<file path="src/rtl/shift_reg_pkg.sv">
// rtl/shift_reg_pkg.sv - mode and burst-FSM encodings shared by the universal shift register
package shift_reg_pkg;

    localparam logic [2:0] MODE_HOLD = 3'b000;
    localparam logic [2:0] MODE_SHR  = 3'b001;
    localparam logic [2:0] MODE_SHL  = 3'b010;
    localparam logic [2:0] MODE_ROR  = 3'b011;
    localparam logic [2:0] MODE_ROL  = 3'b100;
    localparam logic [2:0] MODE_LOAD = 3'b101;

    typedef enum logic {
        ST_IDLE = 1'b0,
        ST_RUN  = 1'b1
    } burst_state_t;

    // Only shift/rotate modes consume ticks; anything else makes a burst empty.
    function automatic logic is_shift_mode(input logic [2:0] m);
        return (m == MODE_SHR) || (m == MODE_SHL) || (m == MODE_ROR) || (m == MODE_ROL);
    endfunction

endpackage

</file>
<file path="src/rtl/tick_gen.sv">
// rtl/tick_gen.sv - free-running divider producing a 1-cycle tick every CLK_HZ/DIV cycles
module tick_gen #(
    parameter int CLK_HZ = 100_000_000,
    parameter int DIV    = 4
) (
    input  logic clk_100MHz,
    input  logic rst,
    output logic tick
);

    localparam int TP = CLK_HZ / DIV;
    localparam int CW = (TP > 2) ? $clog2(TP) : 1;
    localparam logic [CW-1:0] LAST = CW'(TP - 1);

    logic [CW-1:0] cnt;

    assign tick = (cnt == LAST);

    always_ff @(posedge clk_100MHz) begin
        if (rst) begin
            cnt <= '0;
        end else if (tick) begin
            cnt <= '0;
        end else begin
            cnt <= cnt + CW'(1);
        end
    end

endmodule

</file>
<file path="src/rtl/universal_shift_register.sv">
// rtl/universal_shift_register.sv - tick-paced shift/rotate/load register with counted bursts
module universal_shift_register
    import shift_reg_pkg::*;
#(
    parameter int WIDTH  = 16,
    parameter int DIV    = 4,
    parameter int CLK_HZ = 100_000_000
) (
    input  logic                         clk_100MHz,
    input  logic                         rst,
    input  logic [2:0]                   mode,
    input  logic                         serial_in,
    input  logic [WIDTH-1:0]             load_data,
    input  logic                         start,
    input  logic [$clog2(WIDTH+1)-1:0]   burst_len,
    output logic [WIDTH-1:0]             parallel_out,
    output logic                         serial_out,
    output logic                         busy,
    output logic                         done
);

    localparam int CW = $clog2(WIDTH + 1);
    localparam logic [CW-1:0] LEN_MAX = CW'(WIDTH);

    logic tick;

    tick_gen #(
        .CLK_HZ (CLK_HZ),
        .DIV    (DIV)
    ) u_tick_gen (
        .clk_100MHz (clk_100MHz),
        .rst        (rst),
        .tick       (tick)
    );

    burst_state_t     state, state_nx;
    logic [WIDTH-1:0] r, r_nx;
    logic             ser_nx;
    logic             done_nx;
    logic [2:0]       lat_mode, lat_mode_nx;
    logic [CW-1:0]    count, count_nx;

    logic [2:0]       op_mode;
    logic [WIDTH-1:0] op_r;
    logic             op_bit;
    logic [CW-1:0]    len_sat;

    assign busy    = (state == ST_RUN);
    assign op_mode = (state == ST_RUN) ? lat_mode : mode;
    assign len_sat = (burst_len > LEN_MAX) ? LEN_MAX : burst_len;

    always_comb begin
        op_r   = r;
        op_bit = serial_out;
        case (op_mode)
            MODE_SHR: begin
                op_r   = {serial_in, r[WIDTH-1:1]};
                op_bit = r[0];
            end
            MODE_SHL: begin
                op_r   = {r[WIDTH-2:0], serial_in};
                op_bit = r[WIDTH-1];
            end
            MODE_ROR: begin
                op_r   = {r[0], r[WIDTH-1:1]};
                op_bit = r[0];
            end
            MODE_ROL: begin
                op_r   = {r[WIDTH-2:0], r[WIDTH-1]};
                op_bit = r[WIDTH-1];
            end
            default: ;
        endcase
    end

    always_comb begin
        state_nx    = state;
        r_nx        = r;
        ser_nx      = serial_out;
        lat_mode_nx = lat_mode;
        count_nx    = count;
        done_nx     = 1'b0;
        case (state)
            ST_IDLE: begin
                if (start) begin
                    // A burst of a non-shifting mode is empty: it just produces done.
                    lat_mode_nx = mode;
                    count_nx    = is_shift_mode(mode) ? len_sat : '0;
                    state_nx    = ST_RUN;
                end else if (mode == MODE_LOAD) begin
                    r_nx = load_data;
                end else if (tick && is_shift_mode(mode)) begin
                    r_nx   = op_r;
                    ser_nx = op_bit;
                end
            end
            ST_RUN: begin
                if (count == '0) begin
                    state_nx = ST_IDLE;
                    done_nx  = 1'b1;
                end else if (tick) begin
                    r_nx     = op_r;
                    ser_nx   = op_bit;
                    count_nx = count - CW'(1);
                    if (count == CW'(1)) begin
                        state_nx = ST_IDLE;
                        done_nx  = 1'b1;
                    end
                end
            end
            default: state_nx = ST_IDLE;
        endcase
    end

    always_ff @(posedge clk_100MHz) begin
        if (rst) begin
            state        <= ST_IDLE;
            r            <= '0;
            parallel_out <= '0;
            serial_out   <= 1'b0;
            done         <= 1'b0;
            lat_mode     <= MODE_HOLD;
            count        <= '0;
        end else begin
            state        <= state_nx;
            r            <= r_nx;
            parallel_out <= r;
            serial_out   <= ser_nx;
            done         <= done_nx;
            lat_mode     <= lat_mode_nx;
            count        <= count_nx;
        end
    end

endmodule
</file>
<file path="config.mk">
export PLATFORM = sky130hd
export DESIGN_NAME = universal_shift_register
export DESIGN_NICKNAME = d
export VERILOG_FILES = /design/src/rtl/shift_reg_pkg.sv /design/src/rtl/tick_gen.sv /design/src/rtl/universal_shift_register.sv
export SDC_FILE = /design/constraint.sdc
export NUM_CORES = 1
export LEC_CHECK = 0
export BUFFER_PORTS_ARGS = -buffer_cell sky130_fd_sc_hd__clkbuf_2
export CAP_MARGIN = 30
export CORE_MARGIN = 2
export CORE_UTILIZATION = 57
export CTS_BUF_LIST = sky130_fd_sc_hd__clkbuf_16
export DETAILED_ROUTE_END_ITERATION = 10
export GPL_TIMING_DRIVEN = 0
export HOLD_SLACK_MARGIN = 0.08
export PLACE_DENSITY = 0.76
export SLEW_MARGIN = 20
export SYNTH_ARGS = -nofsm -noshare
export SYNTH_HDL_FRONTEND = slang
export SYNTH_SLANG_ARGS = --single-unit
</file>
<file path="constraint.sdc">
create_clock -name clk_100MHz -period 2.7 [get_ports clk_100MHz]
set_clock_uncertainty 0.1 [all_clocks]
set_input_delay 0.27 -clock clk_100MHz [delete_from_list [all_inputs] [get_ports clk_100MHz]]
set_output_delay 0.27 -clock clk_100MHz [all_outputs]
set_load 0.05 [all_outputs]
</file>
=== After elaboration in Yosys (flattened, before gate mapping) ===
Cells that the tools add are included.

* Bitwise operators: 1
* Add/subtract/negate cells: 2
* Eq/ne operators: 18
* Reduce and logical (&&, ||, !) cells: 13
* Magnitude comparators: 1
* Muxes and demuxes: 29

{| class="wikitable"
|+ Operator list
! cell !! count
|-
| 2-to-1 mux 16 bit || 5
|-
| one-hot mux 16 bit (4 select lines) || 1
|-
| one-hot mux 16 bit (2 select lines) || 1
|-
| adder 25 x 1 -> 25 bit (second input constant) || 1
|-
| equality test 25 bit (second input constant) || 1
|-
| 2-to-1 mux 5 bit || 5
|-
| equality test 3 x 2 -> 1 bit (second input constant) || 4
|-
| 2-to-1 mux 1 bit || 12
|-
| != test 2 bit (second input constant) || 6
|-
| one-hot mux 5 bit (2 select lines) || 1
|-
| equality test 3 bit (second input constant) || 3
|-
| OR reduction 2 bit || 4
|-
| equality test 3 x 1 -> 1 bit (second input constant) || 2
|-
| one-hot mux 1 bit (2 select lines) || 3
|-
| equality test 5 x 1 -> 1 bit (second input constant) || 1
|-
| > comparator 5 bit (second input constant) || 1
|-
| logical NOT 5 bit || 1
|-
| AND reduction 5 bit || 1
|-
| subtractor 5 x 1 -> 5 bit (second input constant) || 1
|-
| AND reduction 4 bit || 1
|-
| logical OR 1 bit || 3
|-
| 2-to-1 mux 3 bit || 1
|-
| != test 3 bit (second input constant) || 1
|-
| AND reduction 3 bit || 1
|-
| 3 further kinds || 3
|}

* Register bits after elaboration: 68
* Output and inout port bits: 19

=== Longest topological paths before layout ===
* Depth in word-level cells: 9
* Mapped depth: 9
* Depth with buffers taken out: 7

=== Modules after synthesis ===
Synthesis repeated with hierarchy kept, for this count alone.

* Cells, all modules: 385
* Area, all modules: 3388.2 um^2

{| class="wikitable"
|+ Modules (own cells, without submodules)
! module !! area each (um^2) !! cells each !! instances
|-
| universal_shift_register || 2155.8 || 248 || 1
|-
| tick_gen || 1232.4 || 137 || 1
|}

=== Worst setup path after synthesis ===
No wires, ideal clock.

* Path type: flip-flop to flip-flop
* From: reg state (netlist: busy)
* To: reg r[15]
* Library setup time: 129 ps
* Data arrival time: 2021 ps
* Required time: 2471 ps
* Cell stages (with the launch flop): 8
* Buffers on the path: 1
* Path slack: 450 ps
* Cell sequence: dfxtp_1 -> buf_2 -> mux2i_1 -> mux2_2 -> a22oi_1 -> o211ai_1 -> o2111ai_1 -> o31ai_1

* Cells in the longest elaborated chain, start to end: 7
* Elaborated cells between the ends (all ways): 18

{| class="wikitable"
|+ RTL lines
! what !! line !! text
|-
| start, declared || universal_shift_register.sv:36 || <nowiki>burst_state_t state, state_nx;</nowiki>
|-
| start signal, assigned || universal_shift_register.sv:125 || <nowiki>state <= state_nx;</nowiki>
|-
| 2-to-1 mux 3 bit || universal_shift_register.sv:49 || <nowiki>assign op_mode = (state == ST_RUN) ? lat_mode : mode;</nowiki>
|-
| equality test 3 bit (tied with other cells) || universal_shift_register.sv:55 || <nowiki>case (op_mode)</nowiki>
|-
| one-hot mux 16 bit (4 select lines) || universal_shift_register.sv:55 ||
|-
| 2-to-1 mux 16 bit || universal_shift_register.sv:92 || <nowiki>end else if (tick && is_shift_mode(mode)) begin</nowiki>
|-
| 2-to-1 mux 16 bit || universal_shift_register.sv:90 || <nowiki>end else if (mode == MODE_LOAD) begin</nowiki>
|-
| 2-to-1 mux 16 bit || universal_shift_register.sv:85 || <nowiki>if (start) begin</nowiki>
|-
| one-hot mux 16 bit (2 select lines) || universal_shift_register.sv:83 || <nowiki>case (state)</nowiki>
|-
| end signal, assigned || universal_shift_register.sv:126 || <nowiki>r <= r_nx;</nowiki>
|-
| end, declared || universal_shift_register.sv:37 || <nowiki>logic [WIDTH-1:0] r, r_nx;</nowiki>
|}

Several ways; a longest one is shown, not always the timed one. The select of a mux whose other input is x is not followed.
A chain may end at the register's enable or synchronous reset.

=== Final worst setup path ===
* From: reg u_tick_gen.cnt[0]
* To: reg count[1]

* Cells in the longest elaborated chain, start to end: 3

{| class="wikitable"
|+ RTL lines
! what !! line !! text
|-
| start, declared || tick_gen.sv:15 || <nowiki>logic [CW-1:0] cnt;</nowiki>
|-
| start signal, assigned || tick_gen.sv:25 || <nowiki>cnt <= cnt + CW'(1);</nowiki>
|-
| equality test 25 bit || tick_gen.sv:17 || <nowiki>assign tick = (cnt == LAST);</nowiki>
|-
| != test 2 bit (no line) || n/a ||
|-
| AND reduction 3 bit (no line) || n/a ||
|-
| end signal, assigned || universal_shift_register.sv:131 || <nowiki>count <= count_nx;</nowiki>
|-
| end, declared || universal_shift_register.sv:41 || <nowiki>logic [CW-1:0] count, count_nx;</nowiki>
|}

Every way passes these cells.

==> qor_table.md <==
| Step | Parameter | This run |
|:---|:---|:---|
| worst setup path | Maximum net fanout on the critical path | 10 |
| clock network | Post-CTS clock slew at the launch and capture registers of the worst setup and hold paths | 0.05 ns |
| synthesis | Post-synth ARST share | 0% |
| global routing | Largest net degree at the start of global routing | 11 |
| synthesis | Share of the synthesized area in the top cell type | 42.5% |
| flow run | Reported max-cap violation count | 0 |
| synthesis | Biggest area consumer among synthesized cells | sky130_fd_sc_hd__dfxtp_1 |
| clock network | Total clock sinks | 68 |
| global routing | Total routing usage reported by global routing | 25.1% |
| worst setup path | Terminus of the critical flop-to-flop path | count[1] |
| clock network | H-tree level count | 3 |
| synthesis | Total standard cell area after synthesis | 0.00320 mm² |
| detailed routing | Drt total wl | 7500 µm |
| pwr | Power share of the combinational group | 10.3% |
| pwr | Part of the power in the clock network | 46.3% |
| synthesis | Post-synthesis net count | 399 |
| sta | Transition time at the pin with the least slew margin | 0.662 ns |
| sta | Achievable Freq | 432 MHz |
| detailed routing | Length of the first detailed-routing pass in iterations | 5 |
| sta | Final period demand of the worst path | 2.31 ns |
| die | Std cell rows | 27 |
| detailed routing | First-iteration detailed-routing DRC count | 228 |
| global routing | Total congestion overflow after global routing | 0 |
| placed design | Routability Congestion | 0.860 |
| detailed routing | Via density per instance | 5.71 |
| synthesis | Cell types with the largest area share after synthesis | sky130_fd_sc_hd__dfxtp_1 43%, sky130_fd_sc_hd__nor2_1 7.0%, sky130_fd_sc_hd__a221oi_1 4.4% |
| final layout | Area overhead of the layout relative to synthesis | 18.0% |
| synthesis | Total of flip-flops plus latches after synthesis | 68 |
| die | Y dimension of the die | 78.9 µm |
| die | I/O pin total | 47 |
| detailed routing | Antenna violation net count after detailed routing | 0 |
| die | Effective utilization at floorplan | 58.5% |
| synthesis | Number of warnings printed during yosys synthesis | 0 |
| pwr | Sw frac | 24.6% |
| worst setup path | Crit path to | count[1] |
| worst setup path | Required @ worst endpoint | 2.79 ns |
| global routing | Number of antenna violations at the first check in global routing | 0 |
| synthesis | Average footprint of a synthesized cell | 8.72 µm² |
| final layout | Net count, final | 452 |
| clock network | Post-CTS resize count | 0 |
| pwr | Net switching power | 0.000589 W |
| detailed routing | Number of design rule violations left after detail routing | 0 |
| final layout | Proportion of layout cells with a drive suffix above 1 | 17.9% |
| detailed routing | Wire per inst | 15.1 µm |
| clock network | Number of buffers inserted by post-CTS setup repair | 0 |
| worst setup path | Origin of the critical flop-to-flop path | u_tick_gen.cnt[0] |
| detailed routing | Count of vias placed by the detailed router | 2,833 |
| placed design | Cell area after placement | 0.00350 mm² |
| worst setup path | Type of origin of the critical path | flip-flop |
| global routing | Vias in the first global route | 2,623 |
| worst setup path | R2R Setup Slk | 0.39 ns |
| clock network | Clock Latency Late Sink | 0.33 ns |
| clock network | Maximum count of clock buffers along a single path | 2 |
| global routing | First-pass GRT wire length | 12,100 µm |
| die | Area enclosed by the die boundary | 0.00623 mm² |
| synthesis | Prevailing post-synth register cell | sky130_fd_sc_hd__dfxtp_1 |
| synthesis | Share of synthesized area occupied by flip-flops and latches | 42.5% |
| clock network | CTS hold repair buffers | 0 |
| pwr | Sequential fraction of design power | 43.4% |
| placed design | Detail Placement HPWL | 5160 µm |
| worst setup path | Critical path type | reg2reg |
| worst setup path | Endpoint arrival time on the critical path | 2.40 ns |
| sta | Worst rel slew slack | 55.4% |
| worst setup path | Setup crit start | u_tick_gen.cnt[0] |
| hold path | Path type of the worst min-delay path | in2reg |
| pwr | Cell-internal power | 0.00181 W |
| worst setup path | Number of cells on the worst reg-to-reg path | 6 |
| clock network | Number of CTS-inserted buffers | 9 |
| run status | Outcome | completed |
| pwr | Power after layout | 0.00239 W |
| die | Core area | 0.00547 mm² |
| synthesis | EDFF count, synth | 0 |
| placed design | Number of buffer cells added on primary ports | 42 |
| sta | Final TNS setup | 0 ns |
| synthesis | Top-count cell post-synth | sky130_fd_sc_hd__dfxtp_1 |
| final layout | Count of filler cells inserted in the layout | 449 |
| clock network | TritonCTS clock tree | yes |
| worst setup path | Crit path capture type | flip-flop |
| final layout | Antenna diode count | 0 |
| clock network | CTS Root Cell | sky130_fd_sc_hd__clkbuf_16 |
| pwr | Power per standard cell area | 634 mW/mm² |
| final layout | Total non-filler cell area in the finished layout | 0.00378 mm² |
| synthesis | Commonest cells in the synthesized netlist | 68 x sky130_fd_sc_hd__dfxtp_1, 60 x sky130_fd_sc_hd__nor2_1, 23 x sky130_fd_sc_hd__nor3_1 |
| sta | Setup repair after global routing missed its margin | no |
| sta | Period utilisation layout | 85.7% |
| sta | Final Slew Violations | 0 |
| sta | Count of endpoints failing setup in the final report | 0 |
| pwr | Max VDD drop | 0.402 mV |
| synthesis | Number of distinct library cells after synthesis | 43 |
| sta | Hold Fails Final Rpt | 0 |
| pwr | Leakage dissipation | 1.48 nW |
| die | Chip Width | 78.9 µm |
| synthesis | Gate count of the mapped netlist | 367 |
cell type report:
| cell class | count | area, µm² | area share [%] |
|---|---|---|---|
| buffer | 22 | 113 | 2.98 |
| clock buffer | 9 | 225 | 5.96 |
| clock inverter | 6 | 50.0 | 1.33 |
| inverter | 11 | 41.3 | 1.09 |
| multi-input combinational | 266 | 1690 | 44.6 |
| sequential | 68 | 1360 | 36.1 |
| tap | 72 | 90.1 | 2.39 |
| timing repair buffer | 42 | 210 | 5.57 |
registers in the layout, indices dropped and copies added, names as in the netlist:
register,flops
u_tick_gen.cnt,25
busy,1
r,16
parallel_out,16
serial_out,1
lat_mode,3
count,5
done,1
critical path, stage by stage (launching register included):
cell and delay (ns):
sky130_fd_sc_hd__dfxtp_1 0.39, sky130_fd_sc_hd__ha_1 0.27, sky130_fd_sc_hd__nand3_1 0.20, sky130_fd_sc_hd__nor3_1 0.49, sky130_fd_sc_hd__a21oi_1 0.34, sky130_fd_sc_hd__a221oi_1 0.29
sky130_fd_sc_hd__a211oi_1 0.08
through the flow:
step	hold WS [ns]	worst slack, ns	cells	util, %
6_report	0.154	0.386	496	69.0
5_1_grt	0.164	0.284	496	69.0
3_5_place_dp	0.369	0.447	481	64.0
4_1_cts	0.144	0.431	496	69.0
3_3_place_gp	0.359	0.503	481	64.0
2_1_floorplan	0.338	0.450	367	-
cells in the final DEF (no fill, tap or decap), types with 3 or more instances in the layout:
master,netlist,final
sky130_fd_sc_hd__o211ai_1,4,4
sky130_fd_sc_hd__a22o_1,14,14
sky130_fd_sc_hd__xnor2_1,16,16
sky130_fd_sc_hd__nand2_1,13,13
sky130_fd_sc_hd__and3_1,10,10
sky130_fd_sc_hd__o21ai_1,10,10
sky130_fd_sc_hd__or2_0,3,3
sky130_fd_sc_hd__clkbuf_2,0,42
sky130_fd_sc_hd__buf_2,9,9
sky130_fd_sc_hd__clkbuf_16,0,9
sky130_fd_sc_hd__ha_1,4,4
sky130_fd_sc_hd__dfxtp_1,68,68
sky130_fd_sc_hd__a21oi_1,6,6
sky130_fd_sc_hd__nor2_1,60,60
sky130_fd_sc_hd__mux2i_1,6,6
sky130_fd_sc_hd__o21ai_0,9,9
sky130_fd_sc_hd__a221oi_1,16,16
sky130_fd_sc_hd__nor3_1,23,23
sky130_fd_sc_hd__xor2_1,10,10
sky130_fd_sc_hd__nor4_1,3,3
sky130_fd_sc_hd__nand4_1,3,3
sky130_fd_sc_hd__o31ai_1,3,3
sky130_fd_sc_hd__nand3_1,10,10
sky130_fd_sc_hd__clkbuf_1,10,10
sky130_fd_sc_hd__inv_1,11,14
sky130_fd_sc_hd__nor2b_1,17,17
power groups by stage:
stage | clock, W | sequential [W] | combinational [W]
finish | 0.00111 | 0.00104 | 0.000246
global route | 0.00117 | 0.00104 | 0.000273
CTS | 0.00112 | 0.00104 | 0.000244
detailed placement | 0 | 0.00106 | 0.000242
global placement | 0 | 0.00106 | 0.000237
floorplan | 0 | 0.00107 | 0.000166
logic make-up after synthesis:
family | share of synthesized area [%]
simple gates | 23.3
compound gates | 18.1
flops | 42.5
buf+inv | 4.81
xor+xnor | 7.11
mux | 2.58
fa+ha+maj | 1.56
per-layer routing:
| layer | up-vias | GRT usage [%] | routed length, µm |
|---|---|---|---|
| li1 | 1408 | - | - |
| met1 | 1309 | 33.1 | 3460 |
| met2 | 101 | 37.8 | 3380 |
| met3 | 15 | 9.89 | 521 |
| met4 | 0 | 8.10 | 137 |
| met5 | - | 0 | 0 |
worst min path at each step:
| stage | endpoint | cells past startpoint | from | slack (ns) |
|---|---|---|---|---|
| 2_1_floorplan | u_tick_gen.cnt[0] | 1 | u_tick_gen.cnt[0] | 0.34 |
| 3_3_place_gp | u_tick_gen.cnt[0] | 1 | u_tick_gen.cnt[0] | 0.36 |
| 3_5_place_dp | u_tick_gen.cnt[0] | 1 | u_tick_gen.cnt[0] | 0.37 |
| 4_1_cts | r[15] | 3 | load_data[15] | 0.14 |
| 5_1_grt | r[0] | 3 | load_data[0] | 0.16 |
| 6_report | r[15] | 3 | load_data[15] | 0.15 |
(Power assumes the default switching activity.)
